## config.mk

```make
export PLATFORM = sky130hd
export DESIGN_NAME = alu_mc_flat
export DESIGN_NICKNAME = d
export VERILOG_FILES = /design/src/rtl/alu_mc_pkg.sv /design/src/rtl/alu_mc_if.sv /design/src/rtl/alu_mc_iter.sv /design/src/rtl/alu_mc.sv /design/src/flat_wrapper.sv
export SDC_FILE = /design/constraint.sdc
export NUM_CORES = 1
export LEC_CHECK = 0
export ABC_AREA = 0
export CAP_MARGIN = 10
export CELL_PAD_IN_SITES_DETAIL_PLACEMENT = 2
export CELL_PAD_IN_SITES_GLOBAL_PLACEMENT = 2
export CORE_MARGIN = 1
export CORE_UTILIZATION = 38
export CTS_CLUSTER_DIAMETER = 50
export DETAILED_ROUTE_END_ITERATION = 16
export DONT_BUFFER_PORTS = 1
export PLACE_DENSITY = 0.94
export SLEW_MARGIN = 5
export SYNTH_ARGS = -nofsm -noshare
export SYNTH_HDL_FRONTEND = slang
export SYNTH_SLANG_ARGS = --single-unit
```

## constraint.sdc

```tcl
create_clock -name clk -period 5.1 [get_ports clk]
set_input_delay 1.02 -clock clk [delete_from_list [all_inputs] [get_ports clk]]
set_output_delay 1.02 -clock clk [all_outputs]
set_load 0.01 [all_outputs]
```

## src/rtl/alu_mc_pkg.sv

```systemverilog
// alu_mc_pkg: shared types for the multi-cycle execute-stage ALU.
// Holds the Operation code enum, the top-level FSM state enum and a helper
// that tells which operations run on the iterative datapath.
// Optional build macro used across the slice: ALU_MC_FLAGS_EN.
package alu_mc_pkg;

  typedef enum logic [3:0] {
    ALU_AND  = 4'b0000,
    ALU_OR   = 4'b0001,
    ALU_ADD  = 4'b0010,
    ALU_XOR  = 4'b0011,
    ALU_SLL  = 4'b0100,
    ALU_SRL  = 4'b0101,
    ALU_SUB  = 4'b0110,
    ALU_SRA  = 4'b0111,
    ALU_EQ   = 4'b1000,
    ALU_MUL  = 4'b1001,
    ALU_DIVU = 4'b1010,
    ALU_REMU = 4'b1011,
    ALU_SLT  = 4'b1100,
    ALU_SLTU = 4'b1101
  } alu_op_e;

  typedef enum logic [1:0] {
    IDLE = 2'd0,
    BUSY = 2'd1,
    DONE = 2'd2
  } state_t;

  // True for the operations that iterate once per result bit.
  function automatic logic is_multicycle(input alu_op_e op);
    return (op == ALU_MUL) || (op == ALU_DIVU) || (op == ALU_REMU);
  endfunction

endpackage

```

## src/rtl/alu_mc_if.sv

```systemverilog
// alu_mc_if: request/response bus between the ID/EX stage, the ALU and EX/MEM.
// master = pipeline side driving operands, slave = the ALU.
// With ALU_MC_FLAGS_EN defined the bus also carries the Zero/Negative flags.
interface alu_mc_if #(
  parameter int DATA_WIDTH    = 32,
  parameter int OPCODE_LENGTH = 4
);

  logic                     in_valid;
  logic                     in_ready;
  logic [DATA_WIDTH-1:0]    SrcA;
  logic [DATA_WIDTH-1:0]    SrcB;
  logic [OPCODE_LENGTH-1:0] Operation;
  logic                     out_valid;
  logic                     out_ready;
  logic [DATA_WIDTH-1:0]    ALUResult;
`ifdef ALU_MC_FLAGS_EN
  logic                     Zero;
  logic                     Negative;
`endif

  modport master (
    output in_valid, SrcA, SrcB, Operation, out_ready,
    input  in_ready, out_valid, ALUResult
`ifdef ALU_MC_FLAGS_EN
    , input Zero, Negative
`endif
  );

  modport slave (
    input  in_valid, SrcA, SrcB, Operation, out_ready,
    output in_ready, out_valid, ALUResult
`ifdef ALU_MC_FLAGS_EN
    , output Zero, Negative
`endif
  );

endinterface

```

## src/rtl/alu_mc_iter.sv

```systemverilog
// alu_mc_iter: shared iterative datapath for MUL (shift-add, low half) and
// DIVU/REMU (restoring division). A start pulse loads the operands, then one
// bit is processed per cycle for DATA_WIDTH cycles. done_o is high during the
// last iteration and result_o already carries the post-iteration value, so the
// top FSM captures it on that same edge.
module alu_mc_iter
  import alu_mc_pkg::*;
#(
  parameter int DATA_WIDTH = 32
) (
  input  logic                  clk,
  input  logic                  reset,
  input  logic                  start_i,
  input  alu_op_e               op_i,
  input  logic [DATA_WIDTH-1:0] a_i,
  input  logic [DATA_WIDTH-1:0] b_i,
  output logic                  done_o,
  output logic [DATA_WIDTH-1:0] result_o
);

  localparam int CNT_W = $clog2(DATA_WIDTH);
  localparam logic [CNT_W-1:0] CNT_LAST = CNT_W'(DATA_WIDTH - 1);

  // acc: running product (MUL) or partial remainder (DIVU/REMU)
  // opa: shifted multiplicand (MUL) or dividend turning into quotient (DIV)
  // opb: multiplier shifted right (MUL) or constant divisor (DIV)
  logic                  busy_q, busy_d;
  logic [CNT_W-1:0]      cnt_q, cnt_d;
  alu_op_e               op_q, op_d;
  logic [DATA_WIDTH-1:0] acc_q, acc_d;
  logic [DATA_WIDTH-1:0] opa_q, opa_d;
  logic [DATA_WIDTH-1:0] opb_q, opb_d;

  logic [DATA_WIDTH:0]   rem_shift;
  logic [DATA_WIDTH:0]   trial;
  logic                  fits;
  logic [DATA_WIDTH-1:0] step_acc;
  logic [DATA_WIDTH-1:0] step_opa;
  logic [DATA_WIDTH-1:0] step_opb;

  // One iteration step; a zero divisor naturally yields all-ones quotient and
  // the dividend as remainder, so no special case is needed.
  always_comb begin
    rem_shift = {acc_q, opa_q[DATA_WIDTH-1]};
    trial     = rem_shift - {1'b0, opb_q};
    fits      = ~trial[DATA_WIDTH];
    if (op_q == ALU_MUL) begin
      step_acc = acc_q + (opb_q[0] ? opa_q : '0);
      step_opa = opa_q << 1;
      step_opb = opb_q >> 1;
    end else begin
      step_acc = fits ? trial[DATA_WIDTH-1:0] : rem_shift[DATA_WIDTH-1:0];
      step_opa = {opa_q[DATA_WIDTH-2:0], fits};
      step_opb = opb_q;
    end
  end

  // Load on start, otherwise step and count down while busy.
  always_comb begin
    busy_d = busy_q;
    cnt_d  = cnt_q;
    op_d   = op_q;
    acc_d  = acc_q;
    opa_d  = opa_q;
    opb_d  = opb_q;
    if (start_i) begin
      busy_d = 1'b1;
      cnt_d  = CNT_LAST;
      op_d   = op_i;
      acc_d  = '0;
      opa_d  = a_i;
      opb_d  = b_i;
    end else if (busy_q) begin
      acc_d = step_acc;
      opa_d = step_opa;
      opb_d = step_opb;
      if (cnt_q == '0) begin
        busy_d = 1'b0;
      end else begin
        cnt_d = cnt_q - CNT_W'(1);
      end
    end
  end

  // Datapath registers; reset aborts any operation in flight.
  always_ff @(posedge clk) begin
    if (reset) begin
      busy_q <= 1'b0;
      cnt_q  <= '0;
      op_q   <= ALU_MUL;
      acc_q  <= '0;
      opa_q  <= '0;
      opb_q  <= '0;
    end else begin
      busy_q <= busy_d;
      cnt_q  <= cnt_d;
      op_q   <= op_d;
      acc_q  <= acc_d;
      opa_q  <= opa_d;
      opb_q  <= opb_d;
    end
  end

  assign done_o   = busy_q && (cnt_q == '0);
  assign result_o = (op_q == ALU_DIVU) ? step_opa : step_acc;

endmodule

```

## src/rtl/alu_mc.sv

```systemverilog
// alu_mc: handshaked execute-stage ALU. Single-cycle ops are evaluated
// combinationally at accept and registered; MUL/DIVU/REMU run on alu_mc_iter.
// in_ready/out_valid let the pipeline stall around multi-cycle operations.
// Optional macro ALU_MC_FLAGS_EN adds registered Zero/Negative flags.
module alu_mc
  import alu_mc_pkg::*;
#(
  parameter int DATA_WIDTH    = 32,
  parameter int OPCODE_LENGTH = 4
) (
  input  logic     clk,
  input  logic     reset,
  alu_mc_if.slave  bus
);

  localparam int SHAMT_W = $clog2(DATA_WIDTH);

  state_t                state_q, state_d;
  logic [DATA_WIDTH-1:0] result_q, result_d;
  logic                  load_result;
  logic                  accept;
  logic                  op_known;
  alu_op_e               op_code;
  logic                  op_multi;
  logic [SHAMT_W-1:0]    shamt;
  logic [DATA_WIDTH-1:0] single_res;
  logic                  iter_start;
  logic                  iter_done;
  logic [DATA_WIDTH-1:0] iter_result;

  // Opcodes wider than the defined 4-bit space are "other" codes when any
  // upper bit is set.
  if (OPCODE_LENGTH > 4) begin : g_wide_op
    assign op_known = (bus.Operation[OPCODE_LENGTH-1:4] == '0);
  end else begin : g_narrow_op
    assign op_known = 1'b1;
  end

  assign op_code  = alu_op_e'(bus.Operation[3:0]);
  assign op_multi = op_known && is_multicycle(op_code);
  assign shamt    = bus.SrcB[SHAMT_W-1:0];

  assign bus.in_ready  = (state_q == IDLE) || ((state_q == DONE) && bus.out_ready);
  assign accept        = bus.in_valid && bus.in_ready;
  assign bus.out_valid = (state_q == DONE);
  assign bus.ALUResult = result_q;

  // Single-cycle result evaluated from the live operands at accept time.
  always_comb begin
    single_res = '0;
    case (op_code)
      ALU_AND:  single_res = bus.SrcA & bus.SrcB;
      ALU_OR:   single_res = bus.SrcA | bus.SrcB;
      ALU_ADD:  single_res = bus.SrcA + bus.SrcB;
      ALU_XOR:  single_res = bus.SrcA ^ bus.SrcB;
      ALU_SLL:  single_res = bus.SrcA << shamt;
      ALU_SRL:  single_res = bus.SrcA >> shamt;
      ALU_SUB:  single_res = bus.SrcA - bus.SrcB;
      ALU_SRA:  single_res = $signed(bus.SrcA) >>> shamt;
      ALU_EQ:   single_res = {{(DATA_WIDTH-1){1'b0}}, bus.SrcA == bus.SrcB};
      ALU_SLT:  single_res = {{(DATA_WIDTH-1){1'b0}}, $signed(bus.SrcA) < $signed(bus.SrcB)};
      ALU_SLTU: single_res = {{(DATA_WIDTH-1){1'b0}}, bus.SrcA < bus.SrcB};
      default:  single_res = '0;
    endcase
    if (!op_known) begin
      single_res = '0;
    end
  end

  // Control FSM: a new accept (from IDLE or while DONE drains) overrides the
  // per-state transition, giving back-to-back issue.
  always_comb begin
    state_d     = state_q;
    result_d    = result_q;
    load_result = 1'b0;
    iter_start  = 1'b0;
    case (state_q)
      IDLE: state_d = IDLE;
      BUSY: begin
        if (iter_done) begin
          state_d     = DONE;
          result_d    = iter_result;
          load_result = 1'b1;
        end
      end
      DONE: begin
        if (bus.out_ready) begin
          state_d = IDLE;
        end
      end
      default: state_d = IDLE;
    endcase
    if (accept) begin
      if (op_multi) begin
        state_d    = BUSY;
        iter_start = 1'b1;
      end else begin
        state_d     = DONE;
        result_d    = single_res;
        load_result = 1'b1;
      end
    end
  end

  // State and result registers.
  always_ff @(posedge clk) begin
    if (reset) begin
      state_q  <= IDLE;
      result_q <= '0;
    end else begin
      state_q  <= state_d;
      result_q <= result_d;
    end
  end

  alu_mc_iter #(
    .DATA_WIDTH (DATA_WIDTH)
  ) u_iter (
    .clk      (clk),
    .reset    (reset),
    .start_i  (iter_start),
    .op_i     (op_code),
    .a_i      (bus.SrcA),
    .b_i      (bus.SrcB),
    .done_o   (iter_done),
    .result_o (iter_result)
  );

`ifdef ALU_MC_FLAGS_EN
  logic zero_q, zero_d;
  logic neg_q, neg_d;

  // Flags are recomputed only when a new result is loaded, so they track it.
  always_comb begin
    zero_d = zero_q;
    neg_d  = neg_q;
    if (load_result) begin
      zero_d = (result_d == '0);
      neg_d  = result_d[DATA_WIDTH-1];
    end
  end

  // Flag registers, cleared on reset.
  always_ff @(posedge clk) begin
    if (reset) begin
      zero_q <= 1'b0;
      neg_q  <= 1'b0;
    end else begin
      zero_q <= zero_d;
      neg_q  <= neg_d;
    end
  end

  assign bus.Zero     = zero_q;
  assign bus.Negative = neg_q;
`endif

endmodule
```

## src/flat_wrapper.sv

```systemverilog
// flat-port wrapper written by rule: the top's interface ports become plain ports
module alu_mc_flat import alu_mc_pkg::*;
#(
  parameter int DATA_WIDTH    = 32,
  parameter int OPCODE_LENGTH = 4
)
  (clk, reset, bus_in_valid, bus_SrcA, bus_SrcB, bus_Operation, bus_out_ready, bus_in_ready, bus_out_valid, bus_ALUResult);
  alu_mc_if #(.DATA_WIDTH(DATA_WIDTH), .OPCODE_LENGTH(OPCODE_LENGTH)) bus_i ();
  input  logic clk;
  input  logic reset;
  input wire logic [$bits(bus_i.in_valid)-1:0] bus_in_valid;
  input wire logic [$bits(bus_i.SrcA)-1:0] bus_SrcA;
  input wire logic [$bits(bus_i.SrcB)-1:0] bus_SrcB;
  input wire logic [$bits(bus_i.Operation)-1:0] bus_Operation;
  input wire logic [$bits(bus_i.out_ready)-1:0] bus_out_ready;
  output wire logic [$bits(bus_i.in_ready)-1:0] bus_in_ready;
  output wire logic [$bits(bus_i.out_valid)-1:0] bus_out_valid;
  output wire logic [$bits(bus_i.ALUResult)-1:0] bus_ALUResult;
  assign bus_i.in_valid = bus_in_valid;
  assign bus_i.SrcA = bus_SrcA;
  assign bus_i.SrcB = bus_SrcB;
  assign bus_i.Operation = bus_Operation;
  assign bus_i.out_ready = bus_out_ready;
  assign bus_in_ready = bus_i.in_ready;
  assign bus_out_valid = bus_i.out_valid;
  assign bus_ALUResult = bus_i.ALUResult;
  alu_mc #(.DATA_WIDTH(DATA_WIDTH), .OPCODE_LENGTH(OPCODE_LENGTH)) u_core (.clk(clk), .reset(reset), .bus(bus_i));
endmodule
```

==> results.py <==
metrics = {
    "outcome": {
        "status": "completed",
    },
    "layout": {
        "seq_area_mm2": 0.002806,
        "multi_input_area_mm2": 0.01492,
        "drive_gt1_frac": 0.07193,
        "area_delta_synth_final_pct": 7.116,
        "fillers": 5861,
        "final_area_mm2": 0.02028,
        "nets": 2824,
    },
    "synth": {
        "netlist_area_mm2": 0.01894,
        "yosys.area.top_type": "dfxtp_1",
        "synth_area_per_cell_um2": 7.111,
        "syn_inst": 2663,
        "synth_cell_types": 85,
        "ys.warnings.count": 0,
        "synth_area_leaders": "dfxtp_1 (15%), ha_1 (11%), nor2_1 (6.7%)",
        "synth_seq_cells": 140,
        "synth_flop_cell": "dfxtp_1",
        "synth-edff-count": 0,
        "ys_async_sr_fraction": 0,
        "yosysSeqAreaShare": 0.1480,
        "synth_top_area_share": 0.1480,
        "syn-num-nets": 2913,
    },
    "setup_path": {
        "required_ns": 5.42,
        "path_class": "reg -> reg",
        "critPathTopFamily": "compound AO/OA/AOI/OAI gates",
        "cp_slowest_stage_delay_ns": 0.65,
        "worstPathCellList": "and2_1, ha_1, inv_1, fa_1, nor2b_1, o21a_1, o2111ai_1, a2111o_1, a21oi_1, o41ai_1, o21ai_0, xor2_1, mux2i_1, a2111oi_1",
        "critPathMaxFanout": 12,
        "cp_num_buf_inv": 1,
        "critPathLaunchType": "flip-flop",
        "critical_path_depth": 14,
        "reg2reg_depth": 14,
        "cp.arrival_ns": 5.26,
        "slowest_stage": "a2111o_1",
        "end_kind": "flip-flop",
    },
    "global_route": {
        "grtUsageTotal": 0.4331,
        "grt_start_max_net_pins": 94,
        "grt_pass1_wl_um": 162200,
        "grt_pass1_vias": 23810,
        "antenna_found_initial": 4,
        "grt_overflow_total": 0,
    },
    "power_and_ir_drop": {
        "finalPower_mw": 4.519,
        "peakVddDrop_mv": 0.2084,
        "pwr_density_cell_mw_per_mm2": 222.8,
        "leakage_nw": 8.070,
    },
    "clock_network": {
        "path_clk_slew_ns": 0.06,
        "cts.sinks": 140,
        "postCtsSetupBuffers": 0,
        "postCtsResizedCells": 0,
        "numCtsBuffers": 17,
        "cts_tree": "done",
        "root_buffer": "clkbuf_16",
        "clk_latency_ns": 0.48,
        "cts_buffer_depth": 2,
        "ctsHoldBuffers": 0,
        "cts_max_level": 4,
    },
    "placement": {
        "portBuffers": 0,
        "dp_slack_ns": 0.2510,
        "gp_congestion": 1.031,
        "postPlaceCellArea_mm2": 0.01966,
        "dp_hpwl_um": 85440,
    },
    "die": {
        "die_w_um": 225.2,
        "core_area_mm2": 0.04905,
        "start_util": 0.3861,
        "row_count": 81,
        "io_pins": 106,
        "die_y_um": 225.2,
        "die_area_mm2": 0.05073,
    },
    "routing": {
        "detail_route.vias_per_cell": 7.103,
        "antenna_left": 0,
        "drt-pass1-iter-count": 5,
        "post_drt_wl_per_cell_um": 34.34,
        "drt_iter0_drc": 2527,
        "wl_um": 111700,
        "drc": 0,
        "vias": 23110,
    },
    "sta": {
        "slew_headroom": 0.2068,
        "min_period_ns": 4.941,
        "hold_viol_final": 0,
        "tns_ns": 0,
        "min_period_over_period": 0.9688,
        "worstMarginPinSlew_ns": 1.190,
        "rsz0062_at_grt": "false",
        "max_freq_ghz": 0.2024,
        "fin_ws_ns": 0.1592,
        "skew_ns": 0.01452,
        "hold_slack_ns": 0.4648,
        "setup_viol": 0,
        "slew_viol_final": 0,
    },
    "run": {
        "drv_cap": 0,
    },
    "hold_path": {
        "hold_class": "reg -> reg",
        "holdPathStages": 1,
    },
}
[synth_stat cells, types with 7 or more instances]
master and n:
o211ai_1 35, xnor2_1 41, a221o_1 9, nand2b_1 18, mux2i_1 100, a311oi_1 41
o311ai_0 11, buf_1 27, or4_1 9, or2_2 7, nor3_1 67, a211o_1 12
nor2_1 336, o211a_1 7, or3_1 18, nand3_1 94, a31oi_1 42, o21bai_1 14
a22oi_1 19, o22ai_1 22, o31a_1 7, nor4_1 17, inv_1 137, nor2b_1 22
a211oi_1 87, mux4_2 38, ha_1 174, o21ai_0 179, xor2_1 22, a221oi_1 20
and2_1 41, a21boi_0 8, and3_1 17, dfxtp_1 140, o31ai_1 19, o21a_1 23
a2111oi_0 15, nand2_1 218, a21oi_1 228, clkbuf_1 140, a21o_1 38, nand4_1 18
buf_2 13, o221ai_1 19
[sequential cells by signal, indices dropped and copies added, names as in the netlist]
signal                cells
u_core.bus.ALUResult     32
u_core.u_iter.acc_q      32
u_core.u_iter.opa_q      32
u_core.u_iter.opb_q      32
u_core.u_iter.cnt_q       5
u_core.u_iter.op_q        4
u_core.state_q            2
u_core.u_iter.busy_q      1
[layout by cell type (no fill, tap or decap), drive strengths merged, types with 23 or more instances in the layout]
cell type	instances
nor2	337
a21oi	229
nand2	219
o21ai	183
ha	174
inv	142
dfxtp	140
mux2i	100
nand3	94
a211oi	87
buf	76
nor3	67
a31oi	42
and2	41
a311oi	41
xnor2	41
a21o	38
mux4	38
o211ai	35
o21a	23
[area by class of cell]
class / instances / share of cell area
multi-input cells: 2197 / 0.7354
flip-flops and latches: 140 / 0.1384
well taps: 664 / 0.04096
repair buffers: 76 / 0.02874
inverters: 142 / 0.02628
clock buffers: 19 / 0.02184
clock inverters: 12 / 0.008019
diodes: 3 / 0.0003701
[power by group]
group          total, mW  internal, mW  switching, mW
clock network       1.38         0.785          0.599
logic               1.90         0.647           1.25
registers           1.24          1.15         0.0892
[per-stage QoR]
stage,instances,utilization
5_1_grt,3250,0.4134
6_report,3253,0.4135
2_1_floorplan,2663,-
3_5_place_dp,3218,0.4008
4_1_cts,3249,0.4132
3_3_place_gp,3218,0.4008
[metal layers]
metal / up-vias / track usage / wire [µm]
met5: - / 0 / 13
met4: 2 / 0.2495 / 7162
met3: 374 / 0.1169 / 11940
met2: 1379 / 0.6572 / 47910
met1: 11690 / 0.5497 / 44680
li1: 9665 / - / -
[cells by family after synthesis]
kind of cell / Yosys count / share of synthesized area
xor gates and xnor gates: 63 / 0.02914
and+or+nand+nor: 907 / 0.2199
muxes: 146 / 0.1030
adders and majority gates: 178 / 0.1192
AOI/OAI and AO/OA: 903 / 0.3144
buffers and inverters: 326 / 0.06634
DFF: 140 / 0.1480
[final timing paths]
kind	slack (ns)	to	start
hold reg to reg	0.46	u_core.u_iter.op_q[3]$_SDFFE_PP1P_	u_core.u_iter.op_q[3]$_SDFFE_PP1P_
setup / recovery	0.16	u_core.bus.ALUResult[28]$_SDFF_PP0_	u_core.u_iter.opb_q[0]$_SDFFE_PP0P_
hold / removal	0.46	u_core.u_iter.op_q[3]$_SDFFE_PP1P_	u_core.u_iter.op_q[3]$_SDFFE_PP1P_
setup reg to reg	0.16	u_core.bus.ALUResult[28]$_SDFF_PP0_	u_core.u_iter.opb_q[0]$_SDFFE_PP0P_
Note: power is estimated with default switching activity, not from simulation.
